$ cat config.mk
export PLATFORM = sky130hd
export DESIGN_NAME = id_stage_pipelined
export DESIGN_NICKNAME = d
export VERILOG_FILES = /design/src/rtl/id_stage_pipelined.sv
export SDC_FILE = /design/constraint.sdc
export NUM_CORES = 1
export LEC_CHECK = 0
export CAP_MARGIN = 20
export CORE_MARGIN = 1
export CORE_UTILIZATION = 41
export DETAILED_ROUTE_END_ITERATION = 8
export PLACE_DENSITY = 0.92
export SLEW_MARGIN = 25
export SYNTH_ARGS = -nofsm -noshare
export SYNTH_HDL_FRONTEND = slang
export SYNTH_SLANG_ARGS = --single-unit
export TNS_END_PERCENT = 1
$ cat constraint.sdc
create_clock -name i_sys_clk -period 4.75 [get_ports i_sys_clk]
set_clock_uncertainty 0.1 [all_clocks]
set_input_delay 0.475 -clock i_sys_clk [delete_from_list [all_inputs] [get_ports i_sys_clk]]
set_output_delay 0.475 -clock i_sys_clk [all_outputs]
set_load 0.02 [all_outputs]
$ cat src/rtl/id_stage_pipelined.sv
// ============================================================================
// id_stage_pipelined
// ----------------------------------------------------------------------------
// Instruction-decode stage for the MIPS kernel with a registered ID/EX
// boundary. Decodes one instruction per cycle into an execute command,
// operands and control enables. Includes a valid/ready handshake, a load-use
// stall and a branch flush.
//
// Optional feature (compile-time macro):
//   ID_WB_BYPASS_EN : forwards the writeback port (i_wb_*) into the operand
//                     read path, so the register file does not need to be
//                     write-first. With the macro undefined, operands come
//                     only from i_reg_1 / i_reg_2.
//
// Ports:
//   i_sys_clk, i_sys_rst       clock, asynchronous active-high reset
//   i_instr, i_instr_valid     instruction from fetch and its valid flag
//   o_instr_ready              the stage accepts i_instr this cycle
//   o_src_addr1/2              combinational register-file read addresses
//   i_reg_1/2                  register-file read data (same cycle)
//   i_flush                    branch-taken flush from execute
//   i_ex_ready                 execute accepts the ID/EX contents
//   i_wb_en/addr/data          writeback port (used only by the bypass)
//   o_valid                    ID/EX holds a valid instruction
//   o_exe_cmd                  ALU command
//   o_value1/2                 operands (o_value2 = immediate for I-type ALU)
//   o_store_data               rt value for SW
//   o_dest_addr                destination register
//   o_writeback_en, o_mem_rd_en, o_mem_wr_en, o_branch   registered control
// ============================================================================
module id_stage_pipelined #(
    parameter int WORD_LEN     = 32,
    parameter int REG_ADDR_LEN = 5,
    parameter int IMM_SIGNED   = 1,
    parameter int EXE_CMD_LEN  = 4
) (
    input  logic                    i_sys_clk,
    input  logic                    i_sys_rst,
    input  logic [31:0]             i_instr,
    input  logic                    i_instr_valid,
    output logic                    o_instr_ready,
    input  logic [WORD_LEN-1:0]     i_reg_1,
    input  logic [WORD_LEN-1:0]     i_reg_2,
    output logic [REG_ADDR_LEN-1:0] o_src_addr1,
    output logic [REG_ADDR_LEN-1:0] o_src_addr2,
    input  logic                    i_flush,
    input  logic                    i_ex_ready,
    input  logic                    i_wb_en,
    input  logic [REG_ADDR_LEN-1:0] i_wb_addr,
    input  logic [WORD_LEN-1:0]     i_wb_data,
    output logic                    o_valid,
    output logic [EXE_CMD_LEN-1:0]  o_exe_cmd,
    output logic [WORD_LEN-1:0]     o_value1,
    output logic [WORD_LEN-1:0]     o_value2,
    output logic [WORD_LEN-1:0]     o_store_data,
    output logic [REG_ADDR_LEN-1:0] o_dest_addr,
    output logic                    o_writeback_en,
    output logic                    o_mem_rd_en,
    output logic                    o_mem_wr_en,
    output logic                    o_branch
);

    // ------------------------------------------------------------------
    // Encodings
    // ------------------------------------------------------------------
    localparam logic [5:0] OP_RTYPE = 6'h00;
    localparam logic [5:0] OP_ADDI  = 6'h08;
    localparam logic [5:0] OP_LW    = 6'h23;
    localparam logic [5:0] OP_SW    = 6'h2B;
    localparam logic [5:0] OP_BEQ   = 6'h04;

    localparam logic [5:0] FN_ADD   = 6'h20;
    localparam logic [5:0] FN_SUB   = 6'h22;
    localparam logic [5:0] FN_AND   = 6'h24;
    localparam logic [5:0] FN_OR    = 6'h25;

    localparam logic [EXE_CMD_LEN-1:0] CMD_NOP = '0;
    localparam logic [EXE_CMD_LEN-1:0] CMD_ADD = EXE_CMD_LEN'(1);
    localparam logic [EXE_CMD_LEN-1:0] CMD_SUB = EXE_CMD_LEN'(2);
    localparam logic [EXE_CMD_LEN-1:0] CMD_AND = EXE_CMD_LEN'(3);
    localparam logic [EXE_CMD_LEN-1:0] CMD_OR  = EXE_CMD_LEN'(4);

    // Decoded control for the instruction currently at the input.
    typedef struct packed {
        logic [EXE_CMD_LEN-1:0] cmd;
        logic                   is_imm;
        logic                   reads_rt;
        logic                   wb_en;
        logic                   mem_rd;
        logic                   mem_wr;
        logic                   branch;
    } dec_t;

    // ------------------------------------------------------------------
    // Field extraction
    // ------------------------------------------------------------------
    logic [5:0]              opcode;
    logic [5:0]              funct;
    logic                    is_rtype;
    logic [REG_ADDR_LEN-1:0] src1;
    logic [REG_ADDR_LEN-1:0] src2;
    logic [REG_ADDR_LEN-1:0] dest;
    logic [WORD_LEN-1:0]     imm_ext;

    assign opcode   = i_instr[31:26];
    assign funct    = i_instr[5:0];
    assign is_rtype = (opcode == OP_RTYPE);
    assign src1     = REG_ADDR_LEN'(i_instr[25:21]);
    assign src2     = REG_ADDR_LEN'(i_instr[20:16]);
    assign dest     = is_rtype ? REG_ADDR_LEN'(i_instr[15:11])
                               : REG_ADDR_LEN'(i_instr[20:16]);

    assign o_src_addr1 = src1;
    assign o_src_addr2 = src2;

    assign imm_ext = {{(WORD_LEN-16){(IMM_SIGNED != 0) & i_instr[15]}},
                      i_instr[15:0]};

    // ------------------------------------------------------------------
    // Decode. Unrecognised encodings fall through as a NOP (cmd 0, no
    // enables) but still occupy a valid slot downstream.
    // ------------------------------------------------------------------
    dec_t dec;

    always_comb begin
        dec = '0;
        case (opcode)
            OP_RTYPE: begin
                // Every R-type reads rt, even an unknown funct, so it is
                // treated as an rt consumer for hazard purposes.
                dec.reads_rt = 1'b1;
                case (funct)
                    FN_ADD: begin dec.cmd = CMD_ADD; dec.wb_en = 1'b1; end
                    FN_SUB: begin dec.cmd = CMD_SUB; dec.wb_en = 1'b1; end
                    FN_AND: begin dec.cmd = CMD_AND; dec.wb_en = 1'b1; end
                    FN_OR:  begin dec.cmd = CMD_OR;  dec.wb_en = 1'b1; end
                    default: dec.cmd = CMD_NOP;
                endcase
            end
            OP_ADDI: begin
                dec.cmd    = CMD_ADD;
                dec.is_imm = 1'b1;
                dec.wb_en  = 1'b1;
            end
            OP_LW: begin
                dec.cmd    = CMD_ADD;
                dec.is_imm = 1'b1;
                dec.mem_rd = 1'b1;
                dec.wb_en  = 1'b1;
            end
            OP_SW: begin
                dec.cmd      = CMD_ADD;
                dec.is_imm   = 1'b1;
                dec.mem_wr   = 1'b1;
                dec.reads_rt = 1'b1;
            end
            OP_BEQ: begin
                dec.cmd      = CMD_SUB;
                dec.branch   = 1'b1;
                dec.reads_rt = 1'b1;
            end
            default: dec = '0;
        endcase
    end

    // ------------------------------------------------------------------
    // Operand read. r0 is hard-wired to zero ahead of any bypass.
    // ------------------------------------------------------------------
    logic [WORD_LEN-1:0] rs_val;
    logic [WORD_LEN-1:0] rt_val;

`ifdef ID_WB_BYPASS_EN
    always_comb begin
        if (src1 == '0)                          rs_val = '0;
        else if (i_wb_en && (i_wb_addr == src1)) rs_val = i_wb_data;
        else                                     rs_val = i_reg_1;

        if (src2 == '0)                          rt_val = '0;
        else if (i_wb_en && (i_wb_addr == src2)) rt_val = i_wb_data;
        else                                     rt_val = i_reg_2;
    end
`else
    assign rs_val = (src1 == '0) ? '0 : i_reg_1;
    assign rt_val = (src2 == '0) ? '0 : i_reg_2;

    // Writeback port only feeds the bypass; fold it away here.
    logic unused_wb;
    assign unused_wb = ^{i_wb_en, i_wb_addr, i_wb_data};
`endif

    // ------------------------------------------------------------------
    // Load-use hazard: the slot in ID/EX is a load whose destination
    // the incoming instruction reads. Stalling until EX takes the load
    // lets the slot drain, which clears the hazard on the following
    // cycle, so each load-use pair costs exactly one bubble.
    // ------------------------------------------------------------------
    logic hazard;
    logic accept;

    assign hazard = o_valid && o_mem_rd_en && (o_dest_addr != '0) &&
                    ((o_dest_addr == src1) ||
                     ((o_dest_addr == src2) && dec.reads_rt));

    assign o_instr_ready = (!o_valid || i_ex_ready) && !hazard;
    assign accept        = i_instr_valid && o_instr_ready;

    // ------------------------------------------------------------------
    // ID/EX register. Priority: flush > load > hold > drain.
    // On flush/drain only the valid bit and enables are cleared; the
    // data fields are don't-care while o_valid is low.
    // ------------------------------------------------------------------
    always_ff @(posedge i_sys_clk or posedge i_sys_rst) begin
        if (i_sys_rst) begin
            o_valid        <= 1'b0;
            o_exe_cmd      <= '0;
            o_value1       <= '0;
            o_value2       <= '0;
            o_store_data   <= '0;
            o_dest_addr    <= '0;
            o_writeback_en <= 1'b0;
            o_mem_rd_en    <= 1'b0;
            o_mem_wr_en    <= 1'b0;
            o_branch       <= 1'b0;
        end else if (i_flush) begin
            // The fetch may still be consumed (ready unchanged) but is
            // discarded here.
            o_valid        <= 1'b0;
            o_writeback_en <= 1'b0;
            o_mem_rd_en    <= 1'b0;
            o_mem_wr_en    <= 1'b0;
            o_branch       <= 1'b0;
        end else if (accept) begin
            o_valid        <= 1'b1;
            o_exe_cmd      <= dec.cmd;
            o_value1       <= rs_val;
            o_value2       <= dec.is_imm ? imm_ext : rt_val;
            o_store_data   <= rt_val;
            o_dest_addr    <= dest;
            o_writeback_en <= dec.wb_en;
            o_mem_rd_en    <= dec.mem_rd;
            o_mem_wr_en    <= dec.mem_wr;
            o_branch       <= dec.branch;
        end else if (!o_valid || i_ex_ready) begin
            // Slot consumed (or already empty) with nothing new: bubble.
            o_valid        <= 1'b0;
            o_writeback_en <= 1'b0;
            o_mem_rd_en    <= 1'b0;
            o_mem_wr_en    <= 1'b0;
            o_branch       <= 1'b0;
        end
        // else: o_valid && !i_ex_ready -> hold everything.
    end

endmodule

==> impl_results.rst, run 1 <==
.. list-table::
   :header-rows: 1

   * - Metric
     - Value
   * - Final setup margin
     - 1560 ps
   * - Upper clock frequency limit
     - 314 MHz
   * - Required time at the worst-slack endpoint
     - 4180 ps
   * - Via-per-instance ratio
     - 4.80
   * - Max-Slew Margin vs Limit
     - 0.504
   * - Async S/R FF share, synth
     - 1.00
   * - Termination of the worst setup path
     - o_instr_ready
   * - Run status
     - finished clean
   * - Clock tree from TritonCTS
     - done
   * - Final cycle utilization of the critical path
     - 0.671
   * - RSZ-0062 raised after global routing
     - false
   * - Count of mapped cells out of synthesis
     - 496
   * - Switching power of the nets
     - 965 uW
   * - Synthesis Warnings
     - 0
   * - Number of max-cap violations
     - 0
   * - Number of nets with antenna violations after detailed routing
     - 0
   * - Layout Nets
     - 838
   * - Largest family of logic cells by synthesized area
     - multiplexers
   * - Ports placed on the boundary
     - 260
   * - Chip Height
     - 116 um
   * - Nets in the synthesized netlist
     - 635
   * - Wire length of the first global-routing pass
     - 21,200 um
   * - Synthesis-to-finish area growth
     - 47.9%
   * - Final setup fails
     - 0
   * - Data arrival time at the worst-slack endpoint
     - 2610 ps
   * - GRT Util Overall
     - 0.208
   * - Total leakage power
     - 3.63 nW
   * - Clock Sinks
     - 109
   * - Insertion delay to the later sink of the worst-skew pair
     - 340 ps
   * - Power per standard cell area
     - 393 nW/um^2
   * - Critical-path top delay cell
     - sky130_fd_sc_hd__or4_1
   * - Worst setup slack after placement
     - 1420 ps
   * - Class of the tightest hold or removal check
     - register to register
   * - X dimension of the die
     - 116 um
   * - Count of unresolved DRC violations after routing
     - 0
   * - Startpoint of the most critical register-to-register path
     - o_dest_addr[1]$_DFFE_PP0P_
   * - Number of levels in the clock H-tree
     - 3
   * - Maximum number of pins on one net before global-route repair
     - 56
   * - Area of the die
     - 13,500 um^2
   * - Proportion of power drawn by the clock network
     - 0.269
   * - # resized after CTS
     - 0
   * - Number of buffers on the longest clock path
     - 2
   * - Number of distinct library cell variants in the gate-level netlist after synthesis
     - 37
   * - Complex-gate fraction of the synthesized area
     - 0.0537
   * - Mean instance size in the synthesized netlist
     - 10.8 um^2
   * - Ant. Diodes
     - 0
   * - CTS Buf Count
     - 9
   * - Starting density of the core
     - 0.421
   * - Count of buffers added by post-CTS timing repair for setup
     - 0
   * - Path depth of the worst reg2reg path
     - 6
   * - CP Launch Point
     - i_instr[29]
   * - Part of the Yosys area used for sequential elements
     - 0.511
   * - Routed vias
     - 4,206
   * - Internal reg-to-reg setup slack
     - 1650 ps
   * - Number of synthesized flops with an enable pin
     - 0
   * - Sequence of cells on the critical path
     - clkdlybuf4s50_1, or4_1, o21ai_1, nand3_1, a21boi_0, o21ai_0, clkdlybuf4s50_1
   * - Floorplan row count
     - 41
   * - Iteration-0 DRC Markers
     - 222
   * - Average wire length per cell after detail routing
     - 16.0 um
   * - RR Endpoint
     - o_value2[15]$_DFFE_PP0P_
   * - Path type of the worst setup path
     - input pin to output port
   * - Actual slew at the worst max-slew pin
     - 743 ps
   * - GRT Residual Overflow
     - 0
   * - Final core occ
     - 0.623
   * - Simple-gate share of the synthesized area
     - 0.0928
   * - Internal power
     - 2.14 mW
   * - Part of the total power dissipated in combinational logic
     - 0.340
   * - Fraction of power consumed by sequential logic
     - 0.391
   * - Worst voltage drop across the vdd grid
     - 251 uV
   * - Multiplexer area fraction after synthesis
     - 0.222
   * - Flip-flop and latch count after synthesis
     - 109
   * - DP Wirelength
     - 10,200 um
   * - Share of cells above drive strength 1
     - 0.0881
   * - Total of buffers placed on input and output ports
     - 220
   * - Synthesized-area fraction occupied by adder cells
     - 0
   * - Router iterations before antenna repair
     - 4
   * - XOR/XNOR share of the synthesized area
     - 0.0181
   * - Most numerous cell on the critical path
     - sky130_fd_sc_hd__clkdlybuf4s50_1
   * - Fraction of power spent switching nets
     - 0.311
   * - Number of antenna violations at the first check in global routing
     - 0
   * - Final-report max-slew violation count
     - 0
   * - Maximum net fanout on the critical path
     - 6
   * - Last weighted congestion value of the routability-driven placer
     - 0.732
   * - Min Clock Period, post-route
     - 3190 ps
   * - Hold Path Depth
     - 1
   * - Std-Cell Core Area
     - 12,700 um^2
   * - CTS hold repair buffers
     - 0
   * - Ys flop type
     - sky130_fd_sc_hd__dfrtp_1
   * - Root Buffer
     - sky130_fd_sc_hd__clkbuf_16
   * - Clock transition time at the flip-flop clock pins of the worst setup and hold paths
     - 70 ps
   * - Number of global-route vias before repair
     - 4,233
   * - Final hold violations
     - 0
   * - Total negative setup slack
     - 0 ps
   * - Biggest cell delay along the critical path
     - 560 ps
   * - Kind of launch point of the worst setup path
     - input pin
   * - Kind of end point of the critical path
     - output port
   * - Total wirelength of the detailed-routed design
     - 14,100 um
   * - Area of the mapped netlist
     - 5340 um^2
## logic make-up (layout without fill, tap and decap cells)
group | count (synthesis) | after routing
other | 1 | 1
buffers and inverters | 104 | 312
XOR/XNOR | 11 | 11
multiplexers | 109 | 109
AO/OA/AOI/OAI | 46 | 46
flip-flops | 109 | 109
AND/OR/NAND/NOR | 116 | 116
## worst min-delay path by stage
stage | to | startpoint
6_report | o_value2[28]$_DFFE_PP0P_ | o_value2[28]$_DFFE_PP0P_
5_1_grt | o_value2[28]$_DFFE_PP0P_ | o_value2[28]$_DFFE_PP0P_
4_1_cts | o_value2[28]$_DFFE_PP0P_ | o_value2[28]$_DFFE_PP0P_
3_5_place_dp | o_value2[10]$_DFFE_PP0P_ | o_value2[10]$_DFFE_PP0P_
3_3_place_gp | o_mem_wr_en$_DFFE_PP0P_ | o_mem_wr_en$_DFFE_PP0P_
2_1_floorplan | o_mem_wr_en$_DFFE_PP0P_ | i_instr[30]
## cells in the mapped netlist, drive strengths merged, types with 2 or more instances
cell type  count  area (um^2)
inv           68          255
xnor2          3         26.3
nor3           4         20.0
a32o           2         20.0
clkbuf        10         37.5
buf           26          252
or4            3         22.5
nand2b         2         12.5
nand3          3         15.0
nor2b          2         12.5
mux2          43          522
mux2i         66          661
nand2         86          325
nor2           7         26.3
xor2           8         70.1
nor4           5         31.3
o21ai         36          180
dfrtp        109         2730
## cell usage in the layout (no fill, tap or decap), types with 3 or more instances in the layout
cell                              synthesis  routed
sky130_fd_sc_hd__clkdlybuf4s50_1          0     220
sky130_fd_sc_hd__dfrtp_1                109     109
sky130_fd_sc_hd__nand2_1                 85      85
sky130_fd_sc_hd__inv_1                   68      67
sky130_fd_sc_hd__mux2i_1                 66      66
sky130_fd_sc_hd__o21ai_0                 34      34
sky130_fd_sc_hd__mux2_2                  23      23
sky130_fd_sc_hd__mux2_4                  10      10
sky130_fd_sc_hd__mux2_1                  10      10
sky130_fd_sc_hd__clkbuf_16                0       9
sky130_fd_sc_hd__xor2_1                   8       8
sky130_fd_sc_hd__nor2_1                   7       7
sky130_fd_sc_hd__buf_4                   15       7
sky130_fd_sc_hd__nor4_1                   5       5
sky130_fd_sc_hd__nor3_1                   4       4
sky130_fd_sc_hd__nand3_1                  3       3
sky130_fd_sc_hd__or4_1                    3       3
sky130_fd_sc_hd__xnor2_1                  3       3
## layout make-up
cell class | count | area [um^2]
repair buffers | 228 | 2270
clock buffers | 11 | 253
clock inverters | 5 | 82.6
flip-flops and latches | 109 | 2730
well taps | 172 | 215
inverters | 68 | 258
multi-input cells | 283 | 2080
fillers | 1037 | 4780
## power groups by stage
| stage | clock (mW) | combinational [mW] | sequential [mW] |
|---|---|---|---|
| floorplan | 0 | 0.309 | 1.44 |
| global placement | 0 | 1.04 | 1.22 |
| detailed placement | 0 | 1.06 | 1.23 |
| CTS | 0.849 | 1.06 | 1.21 |
| global route | 0.881 | 1.12 | 1.24 |
| finish | 0.834 | 1.05 | 1.21 |
## state kept, by name (all words and copies together), names as in the netlist
register	cells
o_writeback_en	1
o_mem_wr_en	1
o_value2	32
o_exe_cmd	3
o_value1	32
o_store_data	32
o_mem_rd_en	1
o_branch	1
o_dest_addr	5
o_valid	1
## through the flow
stage	hold slack (ps)	total power [mW]	instances	cell area, um^2
final	386	3.10	876	7890
after global placement	361	2.26	860	7560
after floorplan	478	1.75	496	5340
after global routing	412	3.24	876	7890
after detailed placement	375	2.29	860	7560
after CTS	392	3.13	876	7890
## metal layers
layer / wire length, um / global-route usage / part of all wire / vias up
met5: 0 / 0 / 0 / -
met4: 276 / 0.0744 / 0.020 / 0
met3: 923 / 0.0591 / 0.066 / 19
met2: 7060 / 0.359 / 0.50 / 136
met1: 5790 / 0.248 / 0.41 / 2038
li1: - / - / - / 2013
## critical path, delay by kind of cell
family | cells | cell delay [ps]
AND/OR/NAND/NOR | 2 | 710
AO/OA/AOI/OAI | 3 | 380
buffers and inverters | 2 | 1040
No activity file was read; power rests on OpenSTA's default activity.
==> inputs of run 2 (changes only) <==
==> constraint.sdc (replaced) <==
create_clock -name i_sys_clk -period 3.03 [get_ports i_sys_clk]
set_clock_uncertainty 0.1 [all_clocks]
set_input_delay 0.303 -clock i_sys_clk [delete_from_list [all_inputs] [get_ports i_sys_clk]]
set_output_delay 0.303 -clock i_sys_clk [all_outputs]
set_load 0.02 [all_outputs]
==> run 2 against run 1 <==
  * Critical path depth down 2
  * Global-route usage up 0.61 points
  * Count of clock-buffer cells in the layout stayed put
  * Sequential share of layout area decreased by 0.31 points
==> impl_results.rst, run 2 (synthesis results as in run 1) <==
.. list-table::
   :header-rows: 1

   * - Metric
     - Value
   * - Path depth of the worst reg2reg path
     - 6 (unchanged)
   * - Number of buffers on the longest clock path
     - 2 (unchanged)
   * - Upper clock frequency limit
     - 355 MHz
   * - Power per standard cell area
     - 619 nW/um^2 (was 393 nW/um^2)
   * - Worst hold slack across all endpoints
     - 307 ps (was 386 ps)
   * - Layout Nets
     - 839 (was 838)
   * - Final hold violations
     - 0 (unchanged)
   * - Required time at the worst-slack endpoint
     - 2630 ps (was 4180 ps)
   * - Actual slew at the worst max-slew pin
     - 706 ps (was 743 ps)
   * - Area of the die
     - 13,500 um^2 (unchanged)
   * - Class of the tightest hold or removal check
     - input pin to async pin (was register to register)
   * - CTS hold repair buffers
     - 0 (unchanged)
   * - Count of buffers added by post-CTS timing repair for setup
     - 0 (unchanged)
   * - Routed vias
     - 4,187 (was 4,206)
   * - Via-per-instance ratio
     - 4.77 (was 4.80)
   * - Maximum number of pins on one net before global-route repair
     - 55 (was 56)
   * - Kind of launch point of the worst setup path
     - register (was input pin)
   * - Iteration-0 DRC Markers
     - 222 (unchanged)
   * - Maximum net fanout on the critical path
     - 5 (was 6)
   * - Max-Slew Margin vs Limit
     - 0.528 (was 0.504)
   * - Ports placed on the boundary
     - 260 (unchanged)
   * - Startpoint of the most critical register-to-register path
     - o_dest_addr[1]$_DFFE_PP0P_ (unchanged)
   * - Total of buffers placed on input and output ports
     - 220 (unchanged)
   * - Insertion delay to the later sink of the worst-skew pair
     - 350 ps (was 340 ps)
   * - Worst voltage drop across the vdd grid
     - 409 uV (was 251 uV)
   * - Average wire length per cell after detail routing
     - 16.0 um (about the same)
   * - DP Wirelength
     - 10,000 um (was 10,200 um)
   * - RR Endpoint
     - o_value2[19]$_DFFE_PP0P_ (was o_value2[15]$_DFFE_PP0P_)
   * - Top library cells by usage in the layout, fill and taps aside
     - 220 x sky130_fd_sc_hd__clkdlybuf4s50_1, 109 x sky130_fd_sc_hd__dfrtp_1, 85 x sky130_fd_sc_hd__nand2_1 (unchanged)
   * - Path type of the worst setup path
     - register to output port (was input pin to output port)
   * - Number of global-route vias before repair
     - 4,273 (was 4,233)
   * - Final Power
     - 4.94 mW (was 3.10 mW)
   * - Std-Cell Core Area
     - 12,700 um^2 (unchanged)
   * - Share of cells above drive strength 1
     - 0.0879 (was 0.0881)
   * - Number of levels in the clock H-tree
     - 3 (unchanged)
   * - Clock Sinks
     - 109 (unchanged)
   * - Clock tree from TritonCTS
     - done (unchanged)
   * - Clock transition time at the flip-flop clock pins of the worst setup and hold paths
     - 70 ps (about the same)
   * - Run status
     - finished clean (unchanged)
   * - Last weighted congestion value of the routability-driven placer
     - 0.804 (was 0.732)
   * - Wire length of the first global-routing pass
     - 21,900 um (was 21,200 um)
   * - Number of max-cap violations
     - 0 (unchanged)
   * - Area of placed instances
     - 7620 um^2 (was 7560 um^2)
   * - Starting density of the core
     - 0.421 (unchanged)
   * - Registers with the most flip-flops
     - o_store_data x32, o_value1 x32, o_value2 x32 (unchanged)
   * - Final setup fails
     - 0 (unchanged)
   * - GRT Residual Overflow
     - 0 (unchanged)
   * - Root Buffer
     - sky130_fd_sc_hd__clkbuf_16 (unchanged)
   * - RSZ-0062 raised after global routing
     - false (unchanged)
   * - Data arrival time at the worst-slack endpoint
     - 2410 ps (was 2610 ps)
   * - Final non-filler cell area
     - 7970 um^2 (was 7890 um^2)
   * - Number of antenna violations at the first check in global routing
     - 0 (unchanged)
   * - Total wirelength of the detailed-routed design
     - 14,000 um (was 14,100 um)
   * - Leading cell type in the layout, fill and taps excluded
     - sky130_fd_sc_hd__clkdlybuf4s50_1 (unchanged)
   * - Floorplan row count
     - 41 (unchanged)
   * - Min Clock Period, post-route
     - 2820 ps
   * - GRT Util Overall
     - 0.214 (was 0.208)
   * - CTS Buf Count
     - 9 (unchanged)
   * - Final-report max-slew violation count
     - 0 (unchanged)
   * - Router iterations before antenna repair
     - 4 (unchanged)
   * - # resized after CTS
     - 0 (unchanged)
   * - Chip Height
     - 116 um (unchanged)
   * - Total negative setup slack
     - 0 ps (unchanged)
   * - Number of nets with antenna violations after detailed routing
     - 0 (unchanged)
   * - Ant. Diodes
     - 0 (unchanged)
   * - Count of unresolved DRC violations after routing
     - 0 (unchanged)
   * - X dimension of the die
     - 116 um (unchanged)
   * - Internal reg-to-reg setup slack
     - 500 ps (was 1650 ps)
   * - Kind of end point of the critical path
     - output port (unchanged)
   * - Synthesis-to-finish area growth
     - 49.3% (was 47.9%)
   * - Total leakage power
     - 3.64 nW (was 3.63 nW)
   * - Final cycle utilization of the critical path
     - 0.930
run 2: cell types whose count changed in the layout (fill, tap and decap cells not counted), moves of 2 or more:
cell / change
sky130_fd_sc_hd__clkinvlp_4: +2
sky130_fd_sc_hd__clkinv_4: -2
sky130_fd_sc_hd__buf_4: -3
sky130_fd_sc_hd__buf_12: +4
run 2: power breakdown:
group / internal (mW) / total [mW] / leakage (nW) / switching (mW)
sequential: 1.73 / 1.90 / 1.29 / 0.169
combinational: 0.852 / 1.66 / 2.18 / 0.810
clock: 0.834 / 1.37 / 0.166 / 0.537
total: 3.42 / 4.94 / 3.64 / 1.52
run 2: through the flow:
stage	worst slack [ps]	cells	util
after detailed placement	259	861	0.601
after global placement	259	861	0.601
final	214	877	0.629
after floorplan	718	496	-
after CTS	185	877	0.629
after global routing	78.9	877	0.629
run 2: critical path: stages, from the launching register on:
cell,delay (ps)
sky130_fd_sc_hd__dfrtp_1,440
sky130_fd_sc_hd__or4_1,540
sky130_fd_sc_hd__o21a_1,200
sky130_fd_sc_hd__a21boi_0,120
sky130_fd_sc_hd__o21ai_0,150
sky130_fd_sc_hd__clkdlybuf4s50_1,620
run 2: how the worst max path moves through the flow:
| stage | startpoint | endpoint | cells after the start |
|---|---|---|---|
| after floorplan | o_dest_addr[1]$_DFFE_PP0P_ | o_value2[27]$_DFFE_PP0P_ | 7 |
| after global placement | i_instr[29] | o_instr_ready | 7 |
| after detailed placement | i_instr[29] | o_instr_ready | 7 |
| after CTS | o_dest_addr[1]$_DFFE_PP0P_ | o_instr_ready | 5 |
| after global routing | o_dest_addr[2]$_DFFE_PP0P_ | o_instr_ready | 5 |
| final | o_dest_addr[1]$_DFFE_PP0P_ | o_instr_ready | 5 |
run 2: layer usage:
layer,wire length (um),GRT usage,vias up
met2,7060,0.365,138
met4,343,0.0983,0
met3,868,0.0523,26
met1,5760,0.256,2009
li1,-,-,2014
met5,0,0,-
run 2: cell type report:
type | count | area [um^2]
clock buffers | 11 | 243
clock inverters | 5 | 106
fillers | 1030 | 4700
inverters | 68 | 259
multi-input cells | 283 | 2080
flip-flops and latches | 109 | 2730
well taps | 172 | 215
repair buffers | 229 | 2330
==> inputs of run 3 (changes only) <==
--- a/config.mk
+++ b/config.mk
@@ -6,10 +6,11 @@
 export NUM_CORES = 1
 export LEC_CHECK = 0
 export CAP_MARGIN = 20
-export CORE_MARGIN = 1
+export CORE_MARGIN = 10
 export CORE_UTILIZATION = 41
 export DETAILED_ROUTE_END_ITERATION = 8
 export PLACE_DENSITY = 0.92
+export REMOVE_ABC_BUFFERS = 1
 export SLEW_MARGIN = 25
 export SYNTH_ARGS = -nofsm -noshare
 export SYNTH_HDL_FRONTEND = slang
==> run 3 against run 2 <==
  * Worst setup slack lost 17 ps
  * Critical path type is now input pin to output port
  * Critical path depth increased by 2
  * Via count increased by 0.62%
  * Clock power decreased by 9%
  * Cell count up 0.23%
  * Sequential cell count stayed put
  * Register-to-register slack lost 60 ps
  * Count of clock-buffer cells in the layout down 2
  * Fmax fell by 0.60%
  * Highest routed layer unchanged
  * Worst hold slack worse by 38 ps
==> impl_results.rst, run 3 (synthesis results as in run 1) <==
.. list-table::
   :header-rows: 1

   * - Metric
     - Value
   * - Run status
     - finished clean (unchanged)
   * - Area of placed instances
     - 7640 um^2 (was 7620 um^2)
   * - RR Endpoint
     - o_value1[14]$_DFFE_PP0P_ (was o_value2[19]$_DFFE_PP0P_)
   * - RSZ-0062 raised after global routing
     - false (unchanged)
   * - Maximum net fanout on the critical path
     - 6 (was 5)
   * - Number of global-route vias before repair
     - 4,456 (was 4,273)
   * - Number of max-cap violations
     - 0 (unchanged)
   * - Root Buffer
     - sky130_fd_sc_hd__clkbuf_16 (unchanged)
   * - Count of unresolved DRC violations after routing
     - 0 (unchanged)
   * - Std-Cell Core Area
     - 12,700 um^2 (unchanged)
   * - Count of buffers added by post-CTS timing repair for setup
     - 0 (unchanged)
   * - Path depth of the worst reg2reg path
     - 7 (was 6)
   * - GRT Residual Overflow
     - 0 (unchanged)
   * - Actual slew at the worst max-slew pin
     - 757 ps (was 706 ps)
   * - Synthesis-to-finish area growth
     - 49.0% (was 49.3%)
   * - CTS Buf Count
     - 9 (unchanged)
   * - Wire length of the first global-routing pass
     - 24,900 um (was 21,900 um)
   * - Final core occ
     - 0.628 (was 0.629)
   * - Fill cell count
     - 1,044 (was 1,030)
   * - Final-report max-slew violation count
     - 0 (unchanged)
   * - Max-Slew Margin vs Limit
     - 0.494 (was 0.528)
   * - X dimension of the die
     - 134 um (was 116 um)
   * - Final cycle utilization of the critical path
     - 0.935 (was 0.930)
   * - Maximum number of pins on one net before global-route repair
     - 67 (was 55)
   * - Starting density of the core
     - 0.421 (unchanged)
   * - Upper clock frequency limit
     - 353 MHz (was 355 MHz)
   * - Leading cell type in the layout, fill and taps excluded
     - sky130_fd_sc_hd__clkdlybuf4s50_1 (unchanged)
   * - Number of levels in the clock H-tree
     - 3 (unchanged)
   * - # resized after CTS
     - 0 (unchanged)
   * - Kind of end point of the critical path
     - output port (unchanged)
   * - Final setup fails
     - 0 (unchanged)
   * - Ant. Diodes
     - 0 (unchanged)
   * - Worst voltage drop across the vdd grid
     - 467 uV (was 409 uV)
   * - Area of the die
     - 18,000 um^2 (was 13,500 um^2)
   * - Clock transition time at the flip-flop clock pins of the worst setup and hold paths
     - 70 ps (about the same)
   * - Insertion delay to the later sink of the worst-skew pair
     - 340 ps (was 350 ps)
   * - Layout Nets
     - 842 (was 839)
   * - Chip Height
     - 134 um (was 116 um)
   * - Total of buffers placed on input and output ports
     - 220 (unchanged)
   * - Final non-filler cell area
     - 7950 um^2 (was 7970 um^2)
   * - Router iterations before antenna repair
     - 5 (was 4)
   * - Number of buffers on the longest clock path
     - 2 (unchanged)
   * - Clock Sinks
     - 109 (unchanged)
   * - Clock tree from TritonCTS
     - done (unchanged)
   * - Top library cells by usage in the layout, fill and taps aside
     - 220 x sky130_fd_sc_hd__clkdlybuf4s50_1, 109 x sky130_fd_sc_hd__dfrtp_1, 85 x sky130_fd_sc_hd__nand2_1 (unchanged)
   * - Class of the tightest hold or removal check
     - input pin to async pin (unchanged)
   * - Startpoint of the most critical register-to-register path
     - o_dest_addr[1]$_DFFE_PP0P_ (unchanged)
   * - Registers with the most flip-flops
     - o_store_data x32, o_value1 x32, o_value2 x32 (unchanged)
   * - GRT Util Overall
     - 0.174 (was 0.214)
   * - Kind of launch point of the worst setup path
     - input pin (was register)
   * - Total wirelength of the detailed-routed design
     - 16,000 um (was 14,000 um)
   * - Final Power
     - 4.84 mW (was 4.94 mW)
   * - Via-per-instance ratio
     - 4.79 (was 4.77)
   * - Internal reg-to-reg setup slack
     - 440 ps (was 500 ps)
   * - Power per standard cell area
     - 609 nW/um^2 (was 619 nW/um^2)
   * - Average wire length per cell after detail routing
     - 18.2 um (was 16.0 um)
   * - Path type of the worst setup path
     - input pin to output port (was register to output port)
   * - Number of antenna violations at the first check in global routing
     - 0 (unchanged)
   * - DP Wirelength
     - 12,100 um (was 10,000 um)
   * - Required time at the worst-slack endpoint
     - 2630 ps (about the same)
   * - Min Clock Period, post-route
     - 2830 ps (was 2820 ps)
   * - CTS hold repair buffers
     - 0 (unchanged)
   * - Iteration-0 DRC Markers
     - 236 (was 222)
   * - Final hold violations
     - 0 (unchanged)
   * - Routed vias
     - 4,213 (was 4,187)
   * - Data arrival time at the worst-slack endpoint
     - 2430 ps (was 2410 ps)
   * - Total leakage power
     - 3.64 nW (about the same)
   * - Number of nets with antenna violations after detailed routing
     - 0 (unchanged)
   * - Ports placed on the boundary
     - 260 (unchanged)
   * - Share of cells above drive strength 1
     - 0.0919 (was 0.0879)
   * - Floorplan row count
     - 41 (unchanged)
   * - Last weighted congestion value of the routability-driven placer
     - 0.825 (was 0.804)
==> run 3: layer usage <==
layer | routed length [um] | up-vias | global-route usage
met3 | 1110 | 16 | 0.0534
met4 | 238 | 0 | 0.0550
li1 | - | 2022 | -
met2 | 8320 | 144 | 0.309
met1 | 6320 | 2031 | 0.193
met5 | 0 | - | 0
==> run 3: worst max path at each step <==
stage | from | to | slack [ps] | cells past startpoint
after floorplan | o_dest_addr[1]$_DFFE_PP0P_ | o_exe_cmd[2]$_DFFE_PP0P_ | -2390 | 5
after global routing | i_instr[29] | o_instr_ready | 60 | 7
after global placement | i_instr[29] | o_value2[27]$_DFFE_PP0P_ | 260 | 7
after CTS | o_dest_addr[1]$_DFFE_PP0P_ | o_instr_ready | 190 | 5
final | i_instr[29] | o_instr_ready | 200 | 7
after detailed placement | i_instr[29] | o_value1[14]$_DFFE_PP0P_ | 200 | 8
==> run 3: through the flow <==
step / TNS [ps] / worst slack [ps] / hold WS (ps) / instances
after global placement: 0 / 258 / 362 / 864
after CTS: 0 / 185 / 292 / 879
after floorplan: -268820 / -2390 / 306 / 460
final: 0 / 196 / 269 / 879
after detailed placement: 0 / 201 / 368 / 864
after global routing: 0 / 61.0 / 309 / 879
==> run 3: worst max-delay path, stage by stage <==
cell	delay, ps
sky130_fd_sc_hd__clkdlybuf4s50_1	480
sky130_fd_sc_hd__or4_1	550
sky130_fd_sc_hd__o21ai_1	120
sky130_fd_sc_hd__nand3_1	150
sky130_fd_sc_hd__a21boi_0	180
sky130_fd_sc_hd__o21ai_0	90
sky130_fd_sc_hd__clkdlybuf4s50_1	550
==> run 3: report_power, final <==
group	switching [mW]	total (mW)	leakage (nW)	internal, mW
clock	0.525	1.25	0.147	0.720
sequential	0.165	1.90	1.29	1.73
combinational	0.838	1.70	2.20	0.859
==> run 3: final cells by class <==
class	count	area (um^2)	share of cell area
well taps	172	215	0.0271
repair buffers	232	2350	0.296
multi-input cells	283	2080	0.262
clock buffers	9	225	0.0283
inverters	68	258	0.0324
flip-flops and latches	109	2730	0.343
clock inverters	6	88.8	0.0112
